### src/rtl/ps2_host_tx.sv
// rtl/ps2_host_tx.sv - PS/2 host-to-device command transmitter (one byte per request)
// Optional single retransmit on NACK/timeout when PS2_HOST_TX_RESEND_EN is defined.
module ps2_host_tx #(
    parameter int CLK_FREQ_HZ = 10_000_000,
    parameter int INHIBIT_US  = 100,
    parameter int TIMEOUT_US  = 15000
) (
    input  logic       clk_i,
    input  logic       resetn_i,
    input  logic [7:0] data_i,
    input  logic       valid_i,
    output logic       ready_o,
    input  logic       kclk_i,
    input  logic       kdata_i,
    output logic       kclk_oe_o,
    output logic       kdata_oe_o,
    output logic       done_o,
    output logic       err_o
);

    localparam int INHIBIT_CYC = CLK_FREQ_HZ / 1_000_000 * INHIBIT_US;
    localparam int TIMEOUT_CYC = CLK_FREQ_HZ / 1_000_000 * TIMEOUT_US;
    localparam int CW          = $clog2(TIMEOUT_CYC + 1);

    // The RTS cycle is the last inhibit cycle, so INHIBIT itself lasts one cycle less.
    localparam logic [CW-1:0] INH_LAST = CW'(INHIBIT_CYC - 2);
    localparam logic [CW-1:0] TMO_LAST = CW'(TIMEOUT_CYC - 1);

    typedef enum logic [2:0] {
        S_IDLE,
        S_INHIBIT,
        S_RTS,
        S_SEND,
        S_ACK,
        S_WAIT_IDLE
    } state_t;

    state_t        state, state_n;
    logic [CW-1:0] cnt, cnt_n, cnt_inc;
    logic [3:0]    idx, idx_n;
    logic [7:0]    data_q, data_n;
    logic          par_q, par_n;
    logic          kclk_oe_q, kclk_n;
    logic          kdata_oe_q, kdata_n;
    logic          done_q, done_n;
    logic          err_q, err_n;
    logic          fail;
    logic          ready;
`ifdef PS2_HOST_TX_RESEND_EN
    logic          retry_q, retry_n;
`endif

    logic kclk_s1, kclk_s2, kclk_d;
    logic kdata_s1, kdata_s2;
    logic kclk_fall;
    logic tmo_hit;

    always_ff @(posedge clk_i or negedge resetn_i) begin
        if (!resetn_i) begin
            kclk_s1  <= 1'b1;
            kclk_s2  <= 1'b1;
            kclk_d   <= 1'b1;
            kdata_s1 <= 1'b1;
            kdata_s2 <= 1'b1;
        end else begin
            kclk_s1  <= kclk_i;
            kclk_s2  <= kclk_s1;
            kclk_d   <= kclk_s2;
            kdata_s1 <= kdata_i;
            kdata_s2 <= kdata_s1;
        end
    end

    assign kclk_fall = kclk_d & ~kclk_s2;
    assign tmo_hit   = (cnt == TMO_LAST);
    assign cnt_inc   = (cnt < TMO_LAST) ? cnt + CW'(1) : cnt;
    // Hold ready low during the pulse cycle so it rises the cycle after done/err.
    assign ready     = (state == S_IDLE) && !done_q && !err_q;

    always_ff @(posedge clk_i or negedge resetn_i) begin
        if (!resetn_i) begin
            state      <= S_IDLE;
            cnt        <= '0;
            idx        <= '0;
            data_q     <= '0;
            par_q      <= 1'b0;
            kclk_oe_q  <= 1'b0;
            kdata_oe_q <= 1'b0;
            done_q     <= 1'b0;
            err_q      <= 1'b0;
`ifdef PS2_HOST_TX_RESEND_EN
            retry_q    <= 1'b0;
`endif
        end else begin
            state      <= state_n;
            cnt        <= cnt_n;
            idx        <= idx_n;
            data_q     <= data_n;
            par_q      <= par_n;
            kclk_oe_q  <= kclk_n;
            kdata_oe_q <= kdata_n;
            done_q     <= done_n;
            err_q      <= err_n;
`ifdef PS2_HOST_TX_RESEND_EN
            retry_q    <= retry_n;
`endif
        end
    end

    always_comb begin
        state_n = state;
        cnt_n   = cnt;
        idx_n   = idx;
        data_n  = data_q;
        par_n   = par_q;
        kclk_n  = kclk_oe_q;
        kdata_n = kdata_oe_q;
        done_n  = 1'b0;
        err_n   = 1'b0;
        fail    = 1'b0;
`ifdef PS2_HOST_TX_RESEND_EN
        retry_n = retry_q;
`endif

        case (state)
            S_IDLE: begin
                kclk_n  = 1'b0;
                kdata_n = 1'b0;
                if (valid_i && ready) begin
                    data_n  = data_i;
                    par_n   = ~^data_i;
                    cnt_n   = '0;
                    kclk_n  = 1'b1;
                    state_n = S_INHIBIT;
`ifdef PS2_HOST_TX_RESEND_EN
                    retry_n = 1'b0;
`endif
                end
            end
            S_INHIBIT: begin
                kclk_n = 1'b1;
                if (cnt == INH_LAST) begin
                    kdata_n = 1'b1;
                    cnt_n   = '0;
                    state_n = S_RTS;
                end else begin
                    cnt_n = cnt_inc;
                end
            end
            S_RTS: begin
                kclk_n  = 1'b0;
                cnt_n   = '0;
                idx_n   = '0;
                state_n = S_SEND;
            end
            S_SEND: begin
                cnt_n = cnt_inc;
                if (kclk_fall) begin
                    idx_n = idx + 4'd1;
                    if (idx < 4'd8) begin
                        kdata_n = ~data_q[idx[2:0]];
                    end else if (idx == 4'd8) begin
                        kdata_n = ~par_q;
                    end else begin
                        kdata_n = 1'b0;
                        state_n = S_ACK;
                    end
                end else if (tmo_hit) begin
                    fail = 1'b1;
                end
            end
            S_ACK: begin
                cnt_n = cnt_inc;
                // An ack edge takes priority over a coinciding timeout and restarts the budget.
                if (kclk_fall) begin
                    if (!kdata_s2) begin
                        cnt_n   = '0;
                        state_n = S_WAIT_IDLE;
                    end else begin
                        fail = 1'b1;
                    end
                end else if (tmo_hit) begin
                    fail = 1'b1;
                end
            end
            S_WAIT_IDLE: begin
                cnt_n = cnt_inc;
                if (kclk_s2 && kdata_s2) begin
                    done_n  = 1'b1;
                    state_n = S_IDLE;
                end else if (tmo_hit) begin
                    fail = 1'b1;
                end
            end
            default: begin
                kclk_n  = 1'b0;
                kdata_n = 1'b0;
                state_n = S_IDLE;
            end
        endcase

        if (fail) begin
            kclk_n  = 1'b0;
            kdata_n = 1'b0;
            err_n   = 1'b1;
            state_n = S_IDLE;
`ifdef PS2_HOST_TX_RESEND_EN
            if (!retry_q) begin
                retry_n = 1'b1;
                err_n   = 1'b0;
                kclk_n  = 1'b1;
                cnt_n   = '0;
                state_n = S_INHIBIT;
            end
`endif
        end
    end

    assign ready_o    = ready;
    assign kclk_oe_o  = kclk_oe_q;
    assign kdata_oe_o = kdata_oe_q;
    assign done_o     = done_q;
    assign err_o      = err_q;

endmodule

### config.mk
export PLATFORM = sky130hd
export DESIGN_NAME = ps2_host_tx
export DESIGN_NICKNAME = d
export VERILOG_FILES = /design/src/rtl/ps2_host_tx.sv
export SDC_FILE = /design/constraint.sdc
export NUM_CORES = 1
export LEC_CHECK = 0
export ABC_AREA = 1
export CAP_MARGIN = 20
export CORE_AREA = 8 8 104 106
export DETAILED_ROUTE_END_ITERATION = 8
export DIE_AREA = 0 0 112 114
export MAX_ROUTING_LAYER = met4
export PLACE_DENSITY = 0.54
export SETUP_SLACK_MARGIN = 0.3
export SLEW_MARGIN = 20
export SYNTH_ARGS = -nofsm -noshare
export SYNTH_HDL_FRONTEND = slang
export SYNTH_SLANG_ARGS = --single-unit
### constraint.sdc
create_clock -name clk_i -period 2.07 [get_ports clk_i]
set_input_delay 0.5175 -clock clk_i [delete_from_list [all_inputs] [get_ports clk_i]]
set_output_delay 0.5175 -clock clk_i [all_outputs]
set_load 0.02 [all_outputs]
# Word-level counts from Yosys, hierarchy flattened
# Cells that the tools add are included.
[totals]
input_bits = 13
out_inout_bits = 5
register_bits = 43
[classes]
eq_ne = 20
bitwise_logic = 4
n_mux = 38
n_reduce_logical = 18
addsub = 2
magnitude_cmp = 3
[ops]
columns = ["cell", "n"]
rows = [
  ["$mux 18", 5],
  ["$pmux 18 s5", 1],
  ["$mux 3", 9],
  ["$ne 3x3->1 const B", 7],
  ["$add 18x1->18 const B", 1],
  ["$eq 18x10->1 const B", 1],
  ["$eq 18x18->1 const B", 1],
  ["$lt 18x18->1 const B", 1],
  ["$pmux 3 s6", 1],
  ["$mux 1", 16],
  ["$pmux 1 s3", 3],
  ["$pmux 4 s2", 1],
  ["$reduce_and 8->1", 1],
  ["$reduce_xnor 8->1", 1],
  ["$eq 3x2->1 const B", 2],
  ["$eq 3x3->1 const B", 2],
  ["$ne 2x1->1 const B", 3],
  ["$reduce_and 2->1", 3],
  ["$reduce_or 3->1", 2],
  ["$reduce_bool 5->1", 1],
  ["$add 4x1->4 const B", 1],
  ["$eq 4x4->1 const B", 1],
  ["$logic_and 1x1->1", 4],
  ["$lt 3x4->1 const B", 1],
  ["other kinds (13)", 16],
]

# Longest topological paths before layout
[depth]
word_depth = 7
mapped_depth = 13
ltp_nobuf = 13

# Worst setup path before layout
# Ideal clock, no wire load.
[synth_path]
kind = "register -> register"
start = "reg state[2]"
end = "reg data_q[3]"
t_required_ns = 1.945
n_path_buf = 2
arrival_time_ns = 1.592
path_stages_with_launch = 8
setup_ns = 0.125
slack_ns = 0.352
cell_sequence = "dfrtp_1 -> buf_4 -> inv_2 -> nand2_1 -> nor3_2 -> nand2_2 -> buf_6 -> mux2_4"
[synth_between]
elab_chain_cells = 5
[synth_rtl]
columns = ["item", "line_no", "source"]
rows = [
  ["start, declared", "38", "state_t state, state_n;"],
  ["start signal, assigned", "95", "state <= state_n;"],
  ["$logic_not 3->1", "78", "assign ready = (state == S_IDLE) && !done_q && !err_q;"],
  ["$logic_and 1x1->1 (2 in series)", "78", ""],
  ["net ready_o", "12", "output logic ready_o,"],
  ["$logic_and 1x1->1", "129", "if (valid_i && ready) begin"],
  ["$reduce_and 2->1 (no source line)", "n/a", ""],
  ["end signal, assigned", "98", "data_q <= data_n;"],
  ["end, declared", "41", "logic [7:0] data_q, data_n;"],
]
# The timed path passes the listed nets, and every way through them passes these cells.
# A chain may end at the register's enable or synchronous reset.

# Final worst setup path
[layout_path]
start = "reg state[0]"
end = "out ready_o"
[layout_between]
elab_chain_cells = 3
[layout_rtl]
columns = ["item", "line_no"]
rows = [
  ["$logic_not 3->1", "78"],
  ["$logic_and 1x1->1 (2 in series)", "78"],
  ["end, declared", "12"],
]
# Every way passes these cells.

==> impl_metrics.yaml <==
status:
  status: "finished clean"
global_route:
  grt_pass1_vias: 2538
  antenna_found_initial: 0
  grt_pass1_wl_um: 11700
  overflow: 0
  grt_usage: 0.114
  grt_max_degree: 24
floorplanning:
  die_y_um: 114
  num_rows: 35
  die-area_sq_mm: 0.0128
  start_util: 0.294
  die_w_um: 112
  core_sq_mm: 0.00911
  ios: 18
sta:
  fmax_mhz: 561
  fin_crit_sh: 0.860
  setup_tns_ns: 0
  slew_headroom: 0.658
  setup_viol: 0
  drv_slew: 0
  tightestPinTransition_ns: 0.513
  rsz0062_at_grt: "true"
  hold_viol: 0
  finClkSkew_ns: 0.00764
  worst_slack_ns: 0.289
  period_needed_ns: 1.78
synth:
  syn-num-nets: 374
  avgSynthCellArea_sq_um: 7.49
  synth_cell_types: 34
  synth-warning-count: 0
  yosys.area.top_type: "dfrtp_1"
  yosys_register_bits: 43
  synth_top_area_frac: 0.356
  ys_seq_area_frac: 0.405
  synthCells: 357
  synth_area_sq_mm: 0.00267
  synthTopCellsByArea: "dfrtp_1 36%, nand2_1 12%, nand3_1 6.6%, nor2_1 6.2%, inv_1 5.5%"
place:
  gp_congestion: 0.845
  dp_hpwl_um: 4970
  dp_slack_ns: 0.0711
  io_buffers: 17
worst_setup_path:
  cp.required_ns: 1.55
  cp-start-kind: "flip-flop"
  crit_path_max_fanout: 3
  crit_path_end_kind: "output port"
  cp.arrival_ns: 1.26
  path_class: "flip-flop to output port"
drt:
  dr.pass1.iters: 5
  drcViolationCount: 0
  drt_iter0_drc: 123
  drt_wl_total_um: 7070
  dr_total_vias: 2529
  drt-vias-per-instance: 4.92
  postRouteAntennaNets: 0
  avgRoutedWirePerCell_um: 13.8
pwr:
  peakVddDrop_mv: 0.326
  pwr_density_cell_mw_per_mm2: 1040
  p_leak_nw: 1.57
final_layout:
  register_area_sq_mm: 0.00109
  multiInputGateArea_sq_mm: 0.00154
  fill_cells: 1001
  final_nets: 419
  areaGrowthSynthToFinish_pct: 26.5
  n_antenna_cell: 0
  final_layout_size_suffix_gt1_frac: 0.261
clocking:
  worstSkewPairLatency_ns: 0.31
  cts_buffers: 5
  clockRootBuffer: "clkbuf_8"
  cts_num_sinks: 43
  htree_levels: 2
  clk_pin_slew_worst_paths_ns: 0.10
  postCtsHoldBufs: 0
  cts_tree: "yes"
  cts_buffer_depth: 2
job:
  max_cap_violations: 0
min_path:
  hold_class: "input port to async pin"
-- registers in the layout, summed over array words and instances, names as in the netlist, 3 cells and up --
| register | cells |
|---|---|
| cnt | 18 |
| data_q | 8 |
| idx | 4 |
| state | 3 |
-- path summary, 6_finish.rpt --
| kind | start | endpoint | slack, ns | cells past startpoint |
|---|---|---|---|---|
| hold reg to reg | kdata_s1 | kdata_s2 | 0.35 | 0 |
| setup / recovery | state[0] | ready_o | 0.29 | 4 |
| min in group clk_i | kdata_s1 | kdata_s2 | 0.35 | 0 |
| hold / removal | resetn_i | data_q[6] | 0.16 | 1 |
| max in group asynchronous | resetn_i | kclk_s2 | 1.32 | 2 |
| setup reg to reg | cnt[1] | state[1] | 0.33 | 11 |
-- layout make-up --
cell class	count	area share
Tap cell	111	0.0411
Clock buffer	5	0.0203
Clock inverter	3	0.00703
Inverter	43	0.0477
Sequential cell	43	0.322
Multi-Input combinational cell	269	0.455
Timing Repair Buffer	40	0.107
-- cells in the mapped netlist --
cell,n
dfstp_2,5
buf_4,2
a21oi_1,14
nor2_4,2
nor3_1,6
nand3_2,2
inv_1,39
nand2_2,8
o21ai_1,3
mux2_2,3
nand3_1,35
a21boi_0,1
nor2_2,8
o21ai_0,17
xnor2_1,6
a31oi_1,1
nand4_1,8
and3_1,1
nor3_2,2
inv_2,4
ha_1,4
buf_6,2
a21o_1,1
mux2_4,3
nand4_2,2
nand2_1,87
dfrtp_1,38
and2_1,1
a21oi_2,3
nor2_1,44
o211ai_1,2
a21o_4,1
xor2_1,1
o21bai_1,1
-- stage by stage --
step	total power [W]	utilization	hold slack, ns	cell area [sq um]	std cells
3_5_place_dp	0.00261	0.332	0.347	3030	489
5_1_grt	0.00382	0.371	0.185	3380	514
2_1_floorplan	0.00217	-	0.222	2670	357
4_1_cts	0.00328	0.348	0.168	3170	500
6_report	0.00351	0.371	0.162	3380	514
3_3_place_gp	0.00258	0.332	0.347	3030	489
-- power by group --
group / total [W] / switching [W] / internal, W / leakage, nW
sequential: 0.00116 / 0.000131 / 0.00103 / 0.544
clock: 0.000578 / 0.000336 / 0.000242 / 0.0408
combinational: 0.00177 / 0.00103 / 0.000744 / 0.981
-- routing by layer --
metal | wire length (um) | GRT usage
met1 | 3120 | 0.131
met2 | 3410 | 0.192
met3 | 403 | 0.0238
met4 | 131 | 0.0468
met5 | 0 | -
-- what timing repair did --
item	in CTS	in global routing
endpoints found under the setup margin	23	23
resized for setup	17	33
pin swaps	1	12
buffers inserted	3	12
cloned	0	2
-- layout by cell type, fill, tap and decap left out, types with 3 or more instances in the layout --
master           count
dfstp_2              5
nor2_4               5
nor2_1              37
clkdlybuf4s50_1     11
a21oi_1             14
nand2_2             14
xnor2_1              6
nand4_1              8
dfrtp_2              5
mux2_2               3
clkbuf_8             5
nand2_1             80
dlygate4sd2_1        4
dfrtp_1             33
nor2_2              12
o21ai_1              4
mux2_4               3
a21oi_2              3
inv_2                7
buf_4               20
nand3_1             34
o21ai_0             16
nor3_1               5
inv_1               36
-- cell families after synthesis --
logic type | Yosys count | share of synthesized area
fa+ha+maj | 4 | 0.0187
mux | 6 | 0.0295
xor+xnor | 7 | 0.0229
flops | 43 | 0.405
buf+inv | 47 | 0.0744
compound gates | 44 | 0.0955
simple gates | 206 | 0.354
-- critical path: stages, from the launching register on --
cell and delay (ns):
dfrtp_1 0.40, nor2_2 0.18, nand2_2 0.08, nor3_2 0.13, buf_4 0.17
Note: power is estimated with default switching activity, not from simulation.
